<file path="config.mk">
export PLATFORM = sky130hd
export DESIGN_NAME = ghr_spec
export DESIGN_NICKNAME = d
export VERILOG_FILES = /design/src/rtl/ghr_spec_pkg.sv /design/src/rtl/ghr_dir_fifo.sv /design/src/rtl/ghr_spec.sv
export SDC_FILE = /design/constraint.sdc
export NUM_CORES = 1
export LEC_CHECK = 0
export BUFFER_PORTS_ARGS = -buffer_cell sky130_fd_sc_hd__buf_4
export CORE_AREA = 2 2 39 41
export CTS_BUF_LIST = sky130_fd_sc_hd__clkbuf_16
export CTS_CLUSTER_DIAMETER = 30
export DETAILED_ROUTE_END_ITERATION = 10
export DIE_AREA = 0 0 41 43
export PLACE_DENSITY = 0.67
export SYNTH_ARGS = -nofsm -noshare
export SYNTH_HDL_FRONTEND = slang
export SYNTH_SLANG_ARGS = --single-unit
</file>
<file path="constraint.sdc">
create_clock -name clk_i -period 0.9 [get_ports clk_i]
set_input_delay 0.09 -clock clk_i [delete_from_list [all_inputs] [get_ports clk_i]]
set_output_delay 0.09 -clock clk_i [all_outputs]
set_load 0.1 [all_outputs]
</file>
<file path="src/rtl/ghr_spec_pkg.sv">
// Shared defaults and reset pattern for the global history register.
// Consumers: ghr_spec (macro GHR_SPEC_EN selects speculative mode).
package ghr_spec_pkg;

    localparam int unsigned HistLenDefault   = 8;
    localparam int unsigned CkptDepthDefault = 4;
    localparam int unsigned MaxHistLen       = 64;

    // Weakly-taken-recent: only the newest history bit set.
    function automatic logic [MaxHistLen-1:0] hist_reset_val();
        return {{(MaxHistLen-1){1'b0}}, 1'b1};
    endfunction

endpackage

</file>
<file path="src/rtl/ghr_dir_fifo.sv">
// 1-bit-wide FIFO buffering predicted branch directions until resolution.
// Push while full is honoured only together with a pop; clear empties it.
module ghr_dir_fifo #(
    parameter int unsigned Depth = 4
) (
    input  logic clk_i,
    input  logic reset_n_i,
    input  logic push_i,
    input  logic din_i,
    input  logic pop_i,
    input  logic clear_i,
    output logic head_o,
    output logic full_o,
    output logic empty_o
);

    localparam int unsigned PtrW = (Depth > 1) ? $clog2(Depth) : 1;
    localparam int unsigned CntW = $clog2(Depth + 1);

    typedef logic [PtrW-1:0] ptr_t;

    logic [Depth-1:0] mem_q;
    ptr_t             wr_ptr_q, rd_ptr_q;
    logic [CntW-1:0]  count_q;
    logic             do_push, do_pop;

    function automatic ptr_t ptr_inc(input ptr_t p);
        return (p == ptr_t'(Depth - 1)) ? '0 : p + ptr_t'(1);
    endfunction

    assign full_o  = (count_q == CntW'(Depth));
    assign empty_o = (count_q == '0);
    assign head_o  = mem_q[rd_ptr_q];

    assign do_pop  = pop_i & ~empty_o;
    assign do_push = push_i & (~full_o | do_pop);

    always_ff @(posedge clk_i or negedge reset_n_i) begin
        if (!reset_n_i) begin
            mem_q    <= '0;
            wr_ptr_q <= '0;
            rd_ptr_q <= '0;
            count_q  <= '0;
        end else if (clear_i) begin
            wr_ptr_q <= '0;
            rd_ptr_q <= '0;
            count_q  <= '0;
        end else begin
            if (do_push) begin
                mem_q[wr_ptr_q] <= din_i;
                wr_ptr_q        <= ptr_inc(wr_ptr_q);
            end
            if (do_pop) begin
                rd_ptr_q <= ptr_inc(rd_ptr_q);
            end
            case ({do_push, do_pop})
                2'b10:   count_q <= count_q + CntW'(1);
                2'b01:   count_q <= count_q - CntW'(1);
                default: count_q <= count_q;
            endcase
        end
    end

endmodule

</file>
<file path="src/rtl/ghr_spec.sv">
// Global history register: speculative fetch-time history with mispredict repair.
// Define GHR_SPEC_EN for speculative mode; otherwise a committed-only shift register.
module ghr_spec
    import ghr_spec_pkg::*;
#(
    parameter int unsigned HIST_LEN   = HistLenDefault,
    parameter int unsigned CKPT_DEPTH = CkptDepthDefault
) (
    input  logic                clk_i,
    input  logic                reset_n_i,
    input  logic                pred_valid_f_i,
    input  logic                pred_taken_f_i,
    input  logic                stall_ex_i,
    input  logic [1:0]          branch_op_ex_i,
    input  logic                pc_src_res_ex_i,
    input  logic                flush_i,
    output logic [HIST_LEN-1:0] hist_o,
    output logic [HIST_LEN-1:0] hist_commit_o,
    output logic                mispredict_o,
    output logic                full_o,
    output logic                empty_o,
    output logic                err_o
);

    localparam logic [MaxHistLen-1:0] HistRstWide = hist_reset_val();
    localparam logic [HIST_LEN-1:0]   HistRst     = HistRstWide[HIST_LEN-1:0];

    logic                resolve;
    logic [HIST_LEN-1:0] commit_next;
    logic [HIST_LEN-1:0] hist_commit_q;

    assign resolve       = branch_op_ex_i[0] & ~stall_ex_i;
    assign commit_next   = resolve ? {hist_commit_q[HIST_LEN-2:0], pc_src_res_ex_i}
                                   : hist_commit_q;
    assign hist_commit_o = hist_commit_q;

    // Committed history advances even on flush or mispredict.
    always_ff @(posedge clk_i or negedge reset_n_i) begin
        if (!reset_n_i) begin
            hist_commit_q <= HistRst;
        end else begin
            hist_commit_q <= commit_next;
        end
    end

`ifdef GHR_SPEC_EN
    logic                fifo_head, fifo_full, fifo_empty;
    logic                repair, pop_ok, push_ok, err_set;
    logic [HIST_LEN-1:0] hist_q, hist_d;
    logic                err_q;
    logic                unused_op_hi;

    assign unused_op_hi = branch_op_ex_i[1];

    assign mispredict_o = resolve & ~fifo_empty & (fifo_head != pc_src_res_ex_i);
    assign repair       = flush_i | mispredict_o;
    assign pop_ok       = resolve & ~fifo_empty & ~repair;
    assign push_ok      = pred_valid_f_i & ~repair & (~fifo_full | pop_ok);
    assign err_set      = (pred_valid_f_i & ~repair & fifo_full & ~pop_ok)
                        | (resolve & fifo_empty);

    ghr_dir_fifo #(
        .Depth (CKPT_DEPTH)
    ) u_dir_fifo (
        .clk_i     (clk_i),
        .reset_n_i (reset_n_i),
        .push_i    (push_ok),
        .din_i     (pred_taken_f_i),
        .pop_i     (pop_ok),
        .clear_i   (repair),
        .head_o    (fifo_head),
        .full_o    (fifo_full),
        .empty_o   (fifo_empty)
    );

    always_comb begin
        hist_d = hist_q;
        if (repair) begin
            hist_d = commit_next;
        end else if (push_ok) begin
            hist_d = {hist_q[HIST_LEN-2:0], pred_taken_f_i};
        end
    end

    always_ff @(posedge clk_i or negedge reset_n_i) begin
        if (!reset_n_i) begin
            hist_q <= HistRst;
            err_q  <= 1'b0;
        end else begin
            hist_q <= hist_d;
            err_q  <= err_q | err_set;
        end
    end

    assign hist_o  = hist_q;
    assign full_o  = fifo_full;
    assign empty_o = fifo_empty;
    assign err_o   = err_q;
`else
    logic unused_spec_in;

    assign unused_spec_in = ^{pred_valid_f_i, pred_taken_f_i, flush_i, branch_op_ex_i[1]};

    assign hist_o       = hist_commit_q;
    assign mispredict_o = 1'b0;
    assign full_o       = 1'b0;
    assign empty_o      = 1'b1;
    assign err_o        = 1'b0;
`endif

endmodule

</file>
==> results.md, run 1 <==
- The run finished, with violations left.
- The final reports fail on setup timing.
- Dividing the detail-routed via count by the number of cells gives 4.10.
- The area growth from synthesis to layout is 108%.
- The routed design uses 70 um of met3 wire.
- The final count of hold timing violations is 0.
- STA classifies the critical path startpoint as a flip-flop.
- The max-slew violation count was 0.
- Traced cell by cell, the critical path runs through buf_12.
- The sum of overflow across all layers after global routing is 0.
- In this run, synthesis produced a sequential element count of 8.
- The first global-routing pass estimated 1310 um of wire.
- The post-synthesis area per instance is 13.9 um^2.
- The area of the core is 1380 um^2.
- After detailed routing, the total wire length is 778 um.
- The area of the mapped netlist is 444 um^2.
- After detailed routing, the average wire length per cell comes to 11.3 um.
- The later pin in the worst-skew pair is clocked with a latency of 0.23 ns.
- The data arrival at the endpoint of the critical path is 1.05 ns.
- The floorplan step set the die width to 41 um.
- The critical path in this run is classified as flip-flop to primary output.
- The unique cell type count in the Yosys netlist is 7.
- TritonCTS built the clock tree.
- The die is 43 um tall.
- In this run, CTS created clock tree buffers numbering 3.
- The via count of the first global-routing pass was 303.
- For this run, the register share of the synthesized area comes to 0.454.
- At the worst endpoint, the required time is 0.81 ns.
- In this run the count of I/O pins placed on the die edge is 29.
- In this run the worst hold path is classified as input port to flip-flop.
- After floorplanning, the core was divided into 14 placement rows.
- The number of detailed-route iterations in the first pass is 2.
- The worst-case clock buffer depth is 2.
- Entering global routing, the biggest net connects 9 pins.
- After detailed routing, the met2 layer carries 443 um of wire.
- The initial antenna violation count is 0.
- In this run the most critical hold path is launched from pc_src_res_ex_i.
- The maximum frequency from static timing analysis is 875 MHz.
- The number of DRC violations after detailed routing is 0.
- The sort of element at the end of the critical path is a primary output.
- At the end of the flow the core is filled with cells to 0.667.
- At the end of the flow, the number of nets in the layout was 63.
- The number of violations of the max-capacitance limit is 0.
- The maximum single-stage delay on the critical path is 0.64 ns.
- The final period utilization is 1.27.
- Setup violations remaining at the end of the flow were counted as 24.
- The synthesized instance count is 32.
- The number of violations reported at the end of detailed-routing iteration 0 is 1.
- CTS placed an instance of sky130_fd_sc_hd__clkbuf_16 at the clock tree root.
- The HPWL after detailed placement is 506 um.
- The congestion estimate from routability-driven global placement came to 0.557.
- Of the cells placed in the final design, the portion with a size suffix greater than 1 is 0.887.
- Setup repair after global routing could not meet its margin everywhere.
- For this configuration, the core starts out at a cell density of 0.321.
- The highest-delay cell along the critical path is sky130_fd_sc_hd__dfstp_4.
- In the final routing, the length of wire on met1 measures 265 um.
- The register with the most flip-flops in the layout has 8 of them.
- The total via count in the routed design is 283.
- The clock-pin slew on the worst setup and hold paths is 0.04 ns.
- The largest fanout on the critical path is 3.
- The die covers 1760 um^2.
- The routed design could run at a clock period as short as 1.14 ns.
- Across every metal layer, demand over resource in global routing totals 0.110.
- For this run, the number of Yosys warnings is 0.
- After layout, the worst setup slack is -0.243 ns.
- The worst path buffer plus inverter count is 1.
- The maximum level of the CTS H-tree is 1.
- The critical register-to-register path startpoint is hist_commit_o[3]$_DFFE_PN0P_.
- Tracing the worst setup path back leads to its startpoint at hist_commit_o[0]$_DFFE_PN1P_.
- The antenna violation net count after detailed routing is 0.
- The number of antenna cells inserted is 0.
- The top routing layer in use is met3.
- On the final layout, the worst clock skew is 0.00246 ns.
- The quantity of I/O buffers inserted on ports is 20.
- The clock sink count is 8.
- The gate family responsible for the most delay along the worst path is flip-flops.
## worst paths after layout
kind                                                      to  slack (ns)  cells after the start
worst max-delay path                               hist_o[0]       -0.24                      1
worst min-delay path            hist_commit_o[0]$_DFFE_PN1P_         0.1                      2
worst max register to register  hist_commit_o[3]$_DFFE_PN0P_       -0.11                      2
worst min register to register  hist_commit_o[7]$_DFFE_PN0P_        0.63                      1
max in group asynchronous       hist_commit_o[0]$_DFFE_PN1P_        0.49                      2
min in group asynchronous       hist_commit_o[1]$_DFFE_PN0P_        0.21                      2
## metal layers
metal | track usage | up-vias
met1 | 0.120 | 141
met2 | 0.188 | 14
li1 | - | 128
met3 | 0.0628 | 0
met4 | 0 | 0
met5 | 0 | -
## cells in the final DEF, fill, tap and decap left out, drive strengths merged
master | Yosys | layout
buf | 13 | 27
mux2 | 8 | 8
dfrtp | 7 | 7
conb | 2 | 4
clkbuf | 0 | 3
nor2b | 1 | 1
inv | 0 | 1
dfstp | 1 | 1
dlygate4sd3 | 0 | 1
## layout make-up
cell class              instances  area [um^2]
clock buffers                   3         75.1
clock inverters                 1         3.75
fillers                       109          460
multi-input cells              13          149
flip-flops and latches          8          231
well taps                      16         20.0
repair buffers                 28          444
## what timing repair did
| action | in CTS | in global routing |
|---|---|---|
| setup endpoints to repair | 16 | 24 |
| hold endpoints to repair | 8 | 0 |
| hold buffers | 1 | 0 |
| gates resized for setup | 53 | 0 |
| setup buffers | 6 | 0 |
## through the flow
stage | setup slack, ns | TNS [ns] | instances | hold WS [ns] | cell area (um^2)
after floorplan | -0.192 | -1.64 | 34 | -0.206 | 569
after global placement | -0.0847 | -0.169 | 58 | -0.0870 | 571
after detailed placement | -0.0887 | -0.175 | 58 | -0.0888 | 571
after CTS | -0.250 | -2.81 | 69 | 0.0944 | 923
after global routing | -0.260 | -3.08 | 69 | 0.0996 | 923
final | -0.243 | -2.70 | 69 | 0.0962 | 923
## cells in the mapped netlist
library cell / instances / area (um^2)
sky130_fd_sc_hd__buf_4: 12 / 90.1
sky130_fd_sc_hd__conb_1: 2 / 7.51
sky130_fd_sc_hd__dfstp_2: 1 / 26.3
sky130_fd_sc_hd__buf_6: 1 / 11.3
sky130_fd_sc_hd__mux2_4: 8 / 120
sky130_fd_sc_hd__nor2b_4: 1 / 13.8
sky130_fd_sc_hd__dfrtp_1: 7 / 175
## cell families after synthesis
kind of cell | count (synthesis) | share of synthesized area
buf+inv | 13 | 0.228
mux | 8 | 0.270
flops | 8 | 0.454
simple gates | 1 | 0.0310
other cells | 2 | 0.0169
Power of run 1 is not shown: default switching activity piles up to over one toggle a cycle in this logic, so the estimate is an artifact.
==> inputs of run 2 (changes only) <==
- RECOVER_POWER: not set -> 100
==> results.md, run 2 (same netlist as run 1, synthesis figures left out) <==
- The flow ran to the end, but the final reports show violations.
- The checks that failed: setup timing.
- The top-level port count is 29 (unchanged).
- The number of violations reported at the end of detailed-routing iteration 0 is 1 (unchanged).
- The maximum frequency from static timing analysis was 875 MHz (about the same).
- The worst-case clock buffer depth was 2 (unchanged).
- The die span in y is 43 um (unchanged).
- The worst setup slack after placement came to -0.0887 ns (unchanged).
- The largest net degree at the start of global routing is 9 (unchanged).
- Setup repair after global routing could not meet its margin everywhere.
- STA classifies the critical path endpoint as a primary output.
- The antenna violation net count after detailed routing is 0 (unchanged).
- The setup slack of the worst register-to-register path was -0.11 ns (about the same).
- The number of antenna cells inserted is 0 (unchanged).
- The final weighted congestion of routability-driven global placement was 0.557 (unchanged).
- The wire length of the first global-routing pass was 1310 um (unchanged).
- The total via count in the routed design is 284 (+0.35%).
- The critical path goes through buf_12.
- The number of detailed-route iterations in the first pass is 2 (unchanged).
- The overall die area is 1760 um^2 (unchanged).
- The number of violations of the max-capacitance limit is 0 (unchanged).
- The largest fanout on the critical path is 3 (unchanged).
- The highest-delay cell along the critical path is sky130_fd_sc_hd__dfstp_4.
- The worst path buffer plus inverter count is 1 (unchanged).
- The clock latency on the worst-skew pair came to 0.23 ns (about the same).
- The worst-case clock skew came to 0.00247 ns (+0.000000260 ns).
- The final count of hold timing violations is 0 (unchanged).
- The max-slew violation count came to 0 (unchanged).
- The die outline width is 41 um (unchanged).
- The maximum level of the CTS H-tree is 1 (unchanged).
- The post-detailed-route via-to-cell ratio came to 4.12 (+0.35%).
- The clock-pin slew on the worst setup and hold paths was 0.04 ns (about the same).
- The data arrival at the endpoint of the critical path came to 1.05 ns (about the same).
- The clock buffer count from CTS is 3 (unchanged).
- The library cells used most frequently in the layout, excluding fill and tap cells, are sky130_fd_sc_hd__buf_12, sky130_fd_sc_hd__mux2_4, sky130_fd_sc_hd__dfrtp_4, sky130_fd_sc_hd__buf_6.
- The worst setup path is launched from a flip-flop.
- The total wire length after detailed routing was 777 um (-0.13%).
- In this run the worst setup path begins at hist_commit_o[0]$_DFFE_PN1P_.
- The quantity of I/O buffers inserted on ports is 20 (unchanged).
- The number of cells on the critical path is 1 (unchanged).
- The critical register-to-register path startpoint is hist_commit_o[3]$_DFFE_PN0P_.
- The final period utilization is 1.27 (about the same).
- The number of DRC violations after detailed routing is 0 (unchanged).
- The required time of the critical path is 0.81 ns (about the same).
- The gate family responsible for the most delay along the worst path is flip-flops.
- The site row count is 14 (unchanged).
- The root buffer cell is sky130_fd_sc_hd__clkbuf_16.
- The critical path ends at hist_o[0].
- The via count of the first global-routing pass came to 303 (unchanged).
- The final critical path time including I/O delays and setup is 1.14 ns (-0.000456 ns).
- The final net count is 63 (unchanged).
- The initial core utilization is 0.321 (unchanged).
- The HPWL after detailed placement is 506 um (unchanged).
- The tightest min-delay check is of the input port to flip-flop type.
- The share of cells above drive strength 1 is 0.868 (-0.0189).
- The number of cells on the worst reg-to-reg path is 2 (unchanged).
- The least setup slack across all paths after layout is -0.243 ns (+0.000456 ns).
- The average detailed-routed wire length per instance is 11.3 um (-0.13%).
- The sum of overflow across all layers after global routing is 0 (unchanged).
- The area of the core is 1380 um^2 (unchanged).
- The final cell utilization of the core is 0.665 (-0.00271).
- The critical register-to-register path endpoint is hist_commit_o[3]$_DFFE_PN0P_.
- From synthesis to final layout, the design area changed by 107%.
- The number of flip-flops in the largest register is 8 (unchanged).
- The clock sink count is 8 (unchanged).
- The number of failing setup endpoints in the final timing report was 24 (unchanged).
- The all-layer global routing usage is 0.110 (unchanged).
- The critical path is of the flip-flop to primary output type.
- The accumulated negative setup slack was -2.69 ns (+0.000440 ns).
- The initial antenna violation count is 0 (unchanged).
- The library cell used most frequently in the layout, excluding fill and tap cells, is sky130_fd_sc_hd__buf_12.
- The maximum single-stage delay on the critical path is 0.64 ns (about the same).
- TritonCTS built the clock tree.
run 2: stage by stage:
stage / instance area [um^2] / hold slack (ns) / std cells
after floorplan: 569 / -0.206 / 34
after global placement: 571 / -0.0870 / 58
after detailed placement: 571 / -0.0888 / 58
after CTS: 923 / 0.0944 / 69
after global routing: 920 / 0.0996 / 69
final: 920 / 0.0972 / 69
run 2: layer usage:
layer | track usage | wire [um] | vias to the layer above | share of wire
li1 | - | - | 129 | -
met1 | 0.120 | 267 | 141 | 0.34
met2 | 0.188 | 439 | 14 | 0.56
met3 | 0.0628 | 70 | 0 | 0.090
met4 | 0 | 0 | 0 | 0
met5 | 0 | 0 | - | 0
run 2: what timing repair did:
action,CTS,global route
gates cloned,0,0
setup endpoints to repair,16,24
hold buffers,1,0
hold endpoints to repair,8,0
setup buffers,6,0
gates resized for setup,53,0
run 2: how the worst min path moves through the flow:
stage,cells after the start,slack [ns],endpoint,from
2_1_floorplan,0,-0.21,hist_commit_o[1]$_DFFE_PN0P_,reset_n_i
3_3_place_gp,1,-0.09,hist_commit_o[6]$_DFFE_PN0P_,reset_n_i
3_5_place_dp,1,-0.09,hist_commit_o[1]$_DFFE_PN0P_,reset_n_i
4_1_cts,2,0.09,hist_commit_o[0]$_DFFE_PN1P_,pc_src_res_ex_i
5_1_grt,2,0.1,hist_commit_o[0]$_DFFE_PN1P_,pc_src_res_ex_i
6_report,2,0.1,hist_commit_o[0]$_DFFE_PN1P_,pc_src_res_ex_i
run 2: layout make-up:
class | count | area, um^2
fillers | 110 | 464
repair buffers | 28 | 440
clock buffers | 3 | 75.1
well taps | 16 | 20.0
clock inverters | 1 | 3.75
flip-flops and latches | 8 | 231
multi-input cells | 13 | 149
Power of run 2 is left out for the same reason.
